==> config.mk <==
export PLATFORM = sky130hd
export DESIGN_NAME = axis_snoop_rr_arbiter_flat
export DESIGN_NICKNAME = d
export VERILOG_FILES = /design/src/rtl/axis_snoop_rr_arbiter_if.sv /design/src/rtl/axis_snoop_rr_arbiter.sv /design/src/flat_wrapper.sv
export SDC_FILE = /design/constraint.sdc
export NUM_CORES = 1
export LEC_CHECK = 0
export BUFFER_PORTS_ARGS = -buffer_cell sky130_fd_sc_hd__buf_2
export CAP_MARGIN = 20
export CORE_ASPECT_RATIO = 0.7
export CORE_MARGIN = 5
export CORE_UTILIZATION = 55
export DETAILED_ROUTE_END_ITERATION = 6
export GPL_ROUTABILITY_DRIVEN = 0
export HOLD_SLACK_MARGIN = 0.1
export PLACE_DENSITY = 0.85
export SETUP_SLACK_MARGIN = 0.3
export SLEW_MARGIN = 20
export SYNTH_ARGS = -nofsm -noshare
export SYNTH_HDL_FRONTEND = slang
export SYNTH_SLANG_ARGS = --single-unit
==> constraint.sdc <==
create_clock -name axis_aclk -period 6 [get_ports axis_aclk]
set_clock_uncertainty 0.1 [all_clocks]
set_input_delay 0.9 -clock axis_aclk [delete_from_list [all_inputs] [get_ports axis_aclk]]
set_output_delay 0.9 -clock axis_aclk [all_outputs]
set_load 0.1 [all_outputs]
==> src/rtl/axis_snoop_rr_arbiter_if.sv <==
// AXI-Stream bundle for the snoop arbiter: four snoop inputs and one merged output.
// master = arbiter side, slave = surrounding FIFOs and sink.
interface axis_snoop_rr_arbiter_if #(
    parameter int PORT_WIDTH = 8
);
    logic [3:0]              s_axis_tvalid;
    logic [4*PORT_WIDTH-1:0] s_axis_tdata;
    logic [3:0]              s_axis_tlast;
    logic [3:0]              s_axis_tready;
    logic                    m_axis_tready;
    logic [PORT_WIDTH-1:0]   m_axis_tdata;
    logic                    m_axis_tlast;
    logic                    m_axis_tvalid;

    modport master (
        input  s_axis_tvalid, s_axis_tdata, s_axis_tlast, m_axis_tready,
        output s_axis_tready, m_axis_tdata, m_axis_tlast, m_axis_tvalid
    );

    modport slave (
        output s_axis_tvalid, s_axis_tdata, s_axis_tlast, m_axis_tready,
        input  s_axis_tready, m_axis_tdata, m_axis_tlast, m_axis_tvalid
    );
endinterface

==> src/rtl/axis_snoop_rr_arbiter.sv <==
// Round-robin merge of up to four snoop streams into one debug stream.
// Grant is held for a whole packet; an optional header beat tags channel and sequence.
module axis_snoop_rr_arbiter #(
    parameter int NUM_INTERFACES = 4,
    parameter int PORT_WIDTH     = 8,
    parameter int HEADER_EN      = 1
) (
    input  logic                          axis_aclk,
    input  logic                          axis_aresetn,
    axis_snoop_rr_arbiter_if.master       axis,
    output logic                          busy,
    output logic [1:0]                    cur_channel
);
    typedef enum logic [1:0] {IDLE, HEADER, DATA} state_t;

    state_t                       state, state_nxt;
    logic [1:0]                   grant, last_grant, pick;
    logic                         found, eop;
    logic [3:0]                   act_mask, req;
    logic [3:0][5:0]              seq;
    logic [3:0][PORT_WIDTH-1:0]   s_data;
    logic [PORT_WIDTH-1:0]        hdr;

    for (genvar i = 0; i < 4; i++) begin : g_act
        assign act_mask[i] = (i < NUM_INTERFACES);
    end

    assign req    = axis.s_axis_tvalid & act_mask;
    assign s_data = axis.s_axis_tdata;

    // Search starts just after the previous winner, wrapping over the active channels only.
    always_comb begin
        int idx;
        idx   = 0;
        pick  = last_grant;
        found = 1'b0;
        for (int k = 1; k <= 4; k++) begin
            if (k <= NUM_INTERFACES) begin
                idx = (int'(last_grant) + k) % NUM_INTERFACES;
                if (!found && req[2'(idx)]) begin
                    found = 1'b1;
                    pick  = 2'(idx);
                end
            end
        end
    end

    always_comb begin
        hdr      = '0;
        hdr[7:0] = {seq[grant], grant};
    end

    assign eop = (state == DATA) && axis.s_axis_tvalid[grant] &&
                 axis.m_axis_tready && axis.s_axis_tlast[grant];

    always_comb begin
        state_nxt          = state;
        axis.m_axis_tvalid = 1'b0;
        axis.m_axis_tlast  = 1'b0;
        axis.m_axis_tdata  = '0;
        axis.s_axis_tready = '0;
        case (state)
            IDLE: begin
                if (found) state_nxt = (HEADER_EN != 0) ? HEADER : DATA;
            end
            HEADER: begin
                axis.m_axis_tvalid = 1'b1;
                axis.m_axis_tdata  = hdr;
                if (axis.m_axis_tready) state_nxt = DATA;
            end
            DATA: begin
                axis.m_axis_tvalid        = axis.s_axis_tvalid[grant];
                axis.m_axis_tdata         = s_data[grant];
                axis.m_axis_tlast         = axis.s_axis_tlast[grant];
                axis.s_axis_tready[grant] = axis.m_axis_tready;
                if (eop) state_nxt = IDLE;
            end
            default: state_nxt = IDLE;
        endcase
    end

    always_ff @(posedge axis_aclk or negedge axis_aresetn) begin
        if (!axis_aresetn) begin
            state      <= IDLE;
            grant      <= 2'd0;
            last_grant <= 2'(NUM_INTERFACES - 1);
            seq        <= '0;
        end else begin
            state <= state_nxt;
            if (state == IDLE && found) grant <= pick;
            if (eop) begin
                seq[grant] <= seq[grant] + 6'd1;
                last_grant <= grant;
            end
        end
    end

    assign busy        = (state != IDLE);
    assign cur_channel = grant;
endmodule

==> src/flat_wrapper.sv <==
// flat-port wrapper written by rule: the top's interface ports become plain ports
module axis_snoop_rr_arbiter_flat 
#(
    parameter int NUM_INTERFACES = 4,
    parameter int PORT_WIDTH     = 8,
    parameter int HEADER_EN      = 1
)
  (axis_aclk, axis_aresetn, busy, cur_channel, axis_s_axis_tvalid, axis_s_axis_tdata, axis_s_axis_tlast, axis_m_axis_tready, axis_s_axis_tready, axis_m_axis_tdata, axis_m_axis_tlast, axis_m_axis_tvalid);
  axis_snoop_rr_arbiter_if #(.PORT_WIDTH(PORT_WIDTH)) axis_i ();
  input  logic axis_aclk;
  input  logic axis_aresetn;
  output logic busy;
  output logic [1:0] cur_channel;
  input wire logic [$bits(axis_i.s_axis_tvalid)-1:0] axis_s_axis_tvalid;
  input wire logic [$bits(axis_i.s_axis_tdata)-1:0] axis_s_axis_tdata;
  input wire logic [$bits(axis_i.s_axis_tlast)-1:0] axis_s_axis_tlast;
  input wire logic [$bits(axis_i.m_axis_tready)-1:0] axis_m_axis_tready;
  output wire logic [$bits(axis_i.s_axis_tready)-1:0] axis_s_axis_tready;
  output wire logic [$bits(axis_i.m_axis_tdata)-1:0] axis_m_axis_tdata;
  output wire logic [$bits(axis_i.m_axis_tlast)-1:0] axis_m_axis_tlast;
  output wire logic [$bits(axis_i.m_axis_tvalid)-1:0] axis_m_axis_tvalid;
  assign axis_i.s_axis_tvalid = axis_s_axis_tvalid;
  assign axis_i.s_axis_tdata = axis_s_axis_tdata;
  assign axis_i.s_axis_tlast = axis_s_axis_tlast;
  assign axis_i.m_axis_tready = axis_m_axis_tready;
  assign axis_s_axis_tready = axis_i.s_axis_tready;
  assign axis_m_axis_tdata = axis_i.m_axis_tdata;
  assign axis_m_axis_tlast = axis_i.m_axis_tlast;
  assign axis_m_axis_tvalid = axis_i.m_axis_tvalid;
  axis_snoop_rr_arbiter #(.NUM_INTERFACES(NUM_INTERFACES), .PORT_WIDTH(PORT_WIDTH), .HEADER_EN(HEADER_EN)) u_core (.axis_aclk(axis_aclk), .axis_aresetn(axis_aresetn), .axis(axis_i), .busy(busy), .cur_channel(cur_channel));
endmodule
# Yosys cells after proc, flatten, opt, wreduce, memory -nomap -nowiden
# Cells that the tools add are included.
# totals
register_bits	30
# classes
add_sub_neg	5
magnitude_cmp	6
muxes	41
eq_ne	5
n_bitwise	1
n_reduce_logical	14
# op_table
operator	n
bitwise mux 24 bit	1
binary-select mux 8 bit (select 2 bit)	1
less-than comparator 2 x 4 -> 1 bit (second input constant)	4
two-way mux 1 bit	16
one-hot mux 8 bit (2 select lines)	1
two-way mux 2 bit	7
binary-select mux 1 bit (select 2 bit)	6
binary-select mux 6 bit (select 2 bit)	1
demux 6 bit (select 2 bit)	1
two-way mux 6 bit	2
logical AND 1 bit	8
two-way mux 8 bit	1
adder 6 x 1 -> 6 bit (second input constant)	1
one-hot mux 2 bit (3 select lines)	1
adder 2 x 1 -> 2 bit (second input constant)	2
adder 2 bit (second input constant)	2
AND 4 bit	1
two-way mux 4 bit	1
inequality test 2 x 1 -> 1 bit (second input constant)	2
zero test 1 bit	3
less-than comparator 2 x 3 -> 1 bit (second input constant)	1
AND reduction 3 bit	1
demux 1 bit (select 2 bit)	1
== test 2 x 1 -> 1 bit (second input constant)	1
6 further kinds	6

# Depth between registers and ports, before layout
# logic_depth
depth_word	16
depth_mapped	8

# Least setup slack after synthesis
# Ideal clock, no wire load.
# synth_timing
kind	flip-flop to output port
start	reg u_core.grant[0], in the netlist u_core.cur_channel[0]
end	out axis_s_axis_tready[1]
arrival_time_ns	3.526
n_path_buf	2
stages_incl_launch_ff	5
slack_ns	1.474
cell_sequence	dfrtp_1 buf_6 buf_6 inv_2 nor3_1
# synth_via
elab_chain_len	6
# synth_lines
item	line_no	rtl
from (decl)	axis_snoop_rr_arbiter.sv:17	logic [1:0] grant, last_grant, pick;
from (signal assigned)	axis_snoop_rr_arbiter.sv:90	if (state == IDLE && found) grant <= pick;
less-than comparator 2 x 3 -> 1 bit (not written as such) / greater-or-equal comparator 2 x 1 -> 1 bit (equally long branches)	axis_snoop_rr_arbiter.sv:75	axis.s_axis_tready[grant] = axis.m_axis_tready;
logical AND 1 bit (not written as such)	axis_snoop_rr_arbiter.sv:75	
two-way mux 1 bit (not written as such)	axis_snoop_rr_arbiter.sv:75	
demux 1 bit (select 2 bit) (*)	n/a	
AND 4 bit (no source line) (*)	n/a	
two-way mux 4 bit (*)	axis_snoop_rr_arbiter.sv:62	case (state)
to (decl)	flat_wrapper.sv:18	output wire logic [$bits(axis_i.s_axis_tready)-1:0] axis_s_axis_tready;
# Every way passes the cells marked *; elsewhere a longest branch is shown, timed or not.

# Worst setup path after layout
# layout_timing
start	reg u_core.grant[1], in the netlist u_core.cur_channel[1]
end	out axis_m_axis_tdata[2]
# layout_via
elab_chain_len	3
# layout_lines
item	line_no	rtl
binary-select mux 8 bit (select 2 bit) / binary-select mux 6 bit (select 2 bit) (equally long branches)	axis_snoop_rr_arbiter.sv:73, axis_snoop_rr_arbiter.sv:50	
two-way mux 8 bit (not written as such) / two-way mux 6 bit (equally long branches)	axis_snoop_rr_arbiter.sv:73, axis_snoop_rr_arbiter.sv:50	
one-hot mux 8 bit (2 select lines) (*)	axis_snoop_rr_arbiter.sv:62	
to (decl)	flat_wrapper.sv:19	output wire logic [$bits(axis_i.m_axis_tdata)-1:0] axis_m_axis_tdata;
# Every way passes the cells marked *; elsewhere a longest branch is shown, timed or not. The select of a mux whose other input is x is not followed.

==> summary.txt <==
STATUS
--------------------------------------------------------------------------------------
Result of the run ....................................................... complete, no violations

PWR
--------------------------------------------------------------------------------------
Max VDD drop ............................................................       359 µV
Standby leakage power ...................................................      1.11 nW
PwrDens .................................................................   612 nW/µm²

TIMING
--------------------------------------------------------------------------------------
Post-route fraction of the period consumed by the critical path .........        0.567
Post-layout min period ..................................................      3.40 ns
Slew margin rel. ........................................................        0.400
Slew @ Worst Pin ........................................................     0.899 ns
Max Transition Viols Final ..............................................            0
Setup repair after global routing missed its margin .....................        false
Summed negative setup slack over all endpoints ..........................         0 ns
Final hold violation count ..............................................            0
Maximum frequency from static timing analysis ...........................      294 MHz
Setup-violating endpoint count in the final report ......................            0

SETUP PATH
--------------------------------------------------------------------------------------
Class of the most critical setup path ...................................   reg -> out
Family of cells with the greatest summed delay on the critical path .....   flip-flops
Worst Path Required .....................................................      5.00 ns
Startpoint types ........................................................    flip-flop
Reg-to-reg critical path endpoint ....................................... u_core.seq[10]
Library cell contributing the largest single delay on the critical path . sky130_fd_sc_hd__dfrtp_1
Critical path cell sequence ............................................. mux4_1, a22oi_1, nor2b_1, buf_2
Depth of the worst register-to-register path ............................            5
Arrival time at the worst endpoint ......................................      2.40 ns
Buffer and inverter count on the worst path .............................            1
Reg2Reg Setup Slack .....................................................      3.45 ns
Sort of element at the end of the critical path .........................   output pin
Longest individual stage delay on the worst path ........................      0.93 ns
Worst flop-to-flop path startpoint ...................................... u_core.cur_channel[1]
Worst-path maximum fanout ...............................................           23

LOGIC SYNTHESIS
--------------------------------------------------------------------------------------
Count of mapped cells out of synthesis ..................................          175
Distinct cell type count after synthesis ................................           32
Number of register bits inferred by synthesis ...........................           30
Top cell type's share of synthesized area ...............................        0.368
Count leader, synth ..................................................... sky130_fd_sc_hd__dfrtp_1
Number of warnings printed during yosys synthesis .......................            0
Net Count, Synth ........................................................          224
Synth top cells by count ................................................ sky130_fd_sc_hd__dfrtp_1, sky130_fd_sc_hd__a21oi_1, sky130_fd_sc_hd__nor2_1
Number of enable-type register cells in the synthesized netlist .........            0
Average cell area after synthesis .......................................     10.9 µm²
Prevailing post-synth register cell ..................................... sky130_fd_sc_hd__dfrtp_1
Netlist area before placement ...........................................     1900 µm²
Sequential fraction of the synthesis area ...............................        0.396
Cell types with the largest area share after synthesis .................. sky130_fd_sc_hd__dfrtp_1, sky130_fd_sc_hd__mux4_2, sky130_fd_sc_hd__a21oi_1
Cell type with the highest aggregate area in the netlist ................ sky130_fd_sc_hd__dfrtp_1
Post-synth ARST share ...................................................         1.00

CLOCK NETWORK
--------------------------------------------------------------------------------------
Postcts setup bufs ......................................................            0
Clock buffers created by TritonCTS ......................................            5
Maximum root-to-sink buffer count .......................................            2
Worst-path clk slew .....................................................      0.06 ns
TritonCTS clock tree ....................................................        built
Number of resized instances in the post-cts repair step .................            0
TritonCTS Sinks .........................................................           30
Insertion delay of the later-clocked pin in the worst-skew pair .........      0.28 ns
Quantity of hold-fixing buffers added after cts .........................            0
Htree depth .............................................................            2
Clk root buf ............................................................ sky130_fd_sc_hd__clkbuf_8

PLACEMENT
--------------------------------------------------------------------------------------
PortBufs ................................................................           59
Placed Instances ........................................................          272
Dpl hpwl ................................................................      3640 µm
Instance area after placement ...........................................     2210 µm²

HOLD PATH
--------------------------------------------------------------------------------------
Hold Path Stages ........................................................            1
Endpoint of the worst hold-timing path .................................. u_core.seq[1]
Worst hold path startpoint .............................................. u_core.seq[1]
Class of the most critical hold timing path .............................   reg -> reg

GLOBAL ROUTE
--------------------------------------------------------------------------------------
Number of global-route vias before repair ...............................        1,608
Largest net degree at the start of global routing .......................           31
Antenna violations before repair ........................................            0
Leftover overflow at the end of global routing ..........................            0
Global-route wire length before repair ..................................      7710 µm
Global routing usage summed across all routing layers ...................        0.215

FINAL LAYOUT
--------------------------------------------------------------------------------------
Post-Layout Cell Count ..................................................          280
Number of fillers in the final layout ...................................          246
Final net count .........................................................          281
Post-route cell area ....................................................     2300 µm²
Antenna diode count .....................................................            0
Ratio of cells with drive above 1 in the final layout ...................        0.395
P&R area growth vs syn ..................................................        20.8%

DETAILED ROUTING
--------------------------------------------------------------------------------------
Routed Antenna Nets .....................................................            0
Detail-routed via count per cell ........................................         5.87
Vias post-DR ............................................................        1,644
Drt wl/cell .............................................................      17.1 µm
DRC violations left .....................................................            0
Routed wire length ......................................................      4790 µm
First-pass DRT Iterations ...............................................            4
Number of DRC violations after detailed-routing iteration 0 .............           75

FLOORPLANNING
--------------------------------------------------------------------------------------
Die width ...............................................................      80.3 µm
Core ar. ................................................................     3230 µm²
Die Y-Extent ............................................................      59.2 µm
Area of the die .........................................................     4760 µm²
Initial core utilization ................................................        0.589
FP Rows .................................................................           17
Total I/O pin count .....................................................           60

JOB
--------------------------------------------------------------------------------------
Max-cap viol count ......................................................            0

==> cells in the final DEF, fill, tap and decap left out, drive strengths merged <==
master / Yosys / layout
a22oi: 10 / 10
xor2: 3 / 3
buf: 7 / 60
nand3: 5 / 5
nor2b: 10 / 10
mux2: 7 / 7
dfrtp: 28 / 28
nor4: 1 / 1
nand2: 3 / 3
a21oi: 26 / 26
clkbuf: 3 / 7
and3: 5 / 5
mux2i: 1 / 1
o21ai: 4 / 4
ha: 6 / 6
and3b: 1 / 1
nor3: 3 / 3
nand2b: 1 / 1
xnor2: 1 / 1
mux4: 16 / 16
nor2: 24 / 24
clkinv: 0 / 1
dfstp: 2 / 2
and2: 2 / 2
inv: 6 / 6
==> layer usage <==
layer	vias up	global-route usage	wire [µm]
met5	-	0	0
met2	74	0.356	2250
met1	809	0.281	1990
li1	751	-	-
met3	10	0.0578	492
met4	0	0.0578	63
==> state kept, by name, summed over array words and instances (netlist names) <==
signal / flops
u_core.last_grant: 2
u_core.seq: 24
u_core.state: 2
u_core.cur_channel: 2
==> through the flow <==
| stage | utilization | hold slack (ns) | setup WS [ns] | total power [mW] |
|---|---|---|---|---|
| finish | 0.711 | 0.415 | 2.60 | 1.41 |
| global route | 0.711 | 0.433 | 2.48 | 1.49 |
| CTS | 0.711 | 0.418 | 2.59 | 1.41 |
| detailed placement | 0.683 | 0.405 | 2.91 | 1.24 |
| global placement | 0.683 | 0.389 | 2.94 | 1.22 |
| floorplan | - | 0.375 | 1.47 | 1.09 |
==> cell families (layout without fill, tap and decap cells) <==
kind of cell	Yosys count	after routing	share of synthesized area
compound gates	40	40	0.120
xor+xnor	4	4	0.0223
fa+ha+maj	6	6	0.0394
buf+inv	16	74	0.0420
flops	30	30	0.396
mux	24	24	0.238
simple gates	55	55	0.143
==> where the power goes <==
| part | internal [mW] | leakage, nW | switching [mW] |
|---|---|---|---|
| clock network | 0.0922 | 0.0482 | 0.0712 |
| logic | 0.286 | 0.673 | 0.588 |
| registers | 0.292 | 0.386 | 0.0777 |
==> cell type report <==
class	instances	area, µm²	area share
well taps	47	58.8	0.0256
multi-input cells	129	1070	0.466
clock buffers	7	86.3	0.0375
clock inverters	1	5.00	0.00218
flip-flops and latches	30	753	0.328
repair buffers	60	303	0.132
inverters	6	22.5	0.00979
==> worst max-delay path by stage <==
stage                            end  slack (ns)  cells after the start                   from
3_3_place_gp    axis_m_axis_tdata[2]        2.94                      4  u_core.cur_channel[1]
4_1_cts         axis_m_axis_tdata[2]        2.59                      4  u_core.cur_channel[1]
5_1_grt         axis_m_axis_tdata[2]        2.48                      4  u_core.cur_channel[1]
2_1_floorplan  axis_s_axis_tready[1]        1.47                      4  u_core.cur_channel[0]
6_report        axis_m_axis_tdata[2]        2.60                      4  u_core.cur_channel[1]
3_5_place_dp    axis_m_axis_tdata[2]        2.91                      4  u_core.cur_channel[1]
Note: power is estimated with default switching activity, not from simulation.
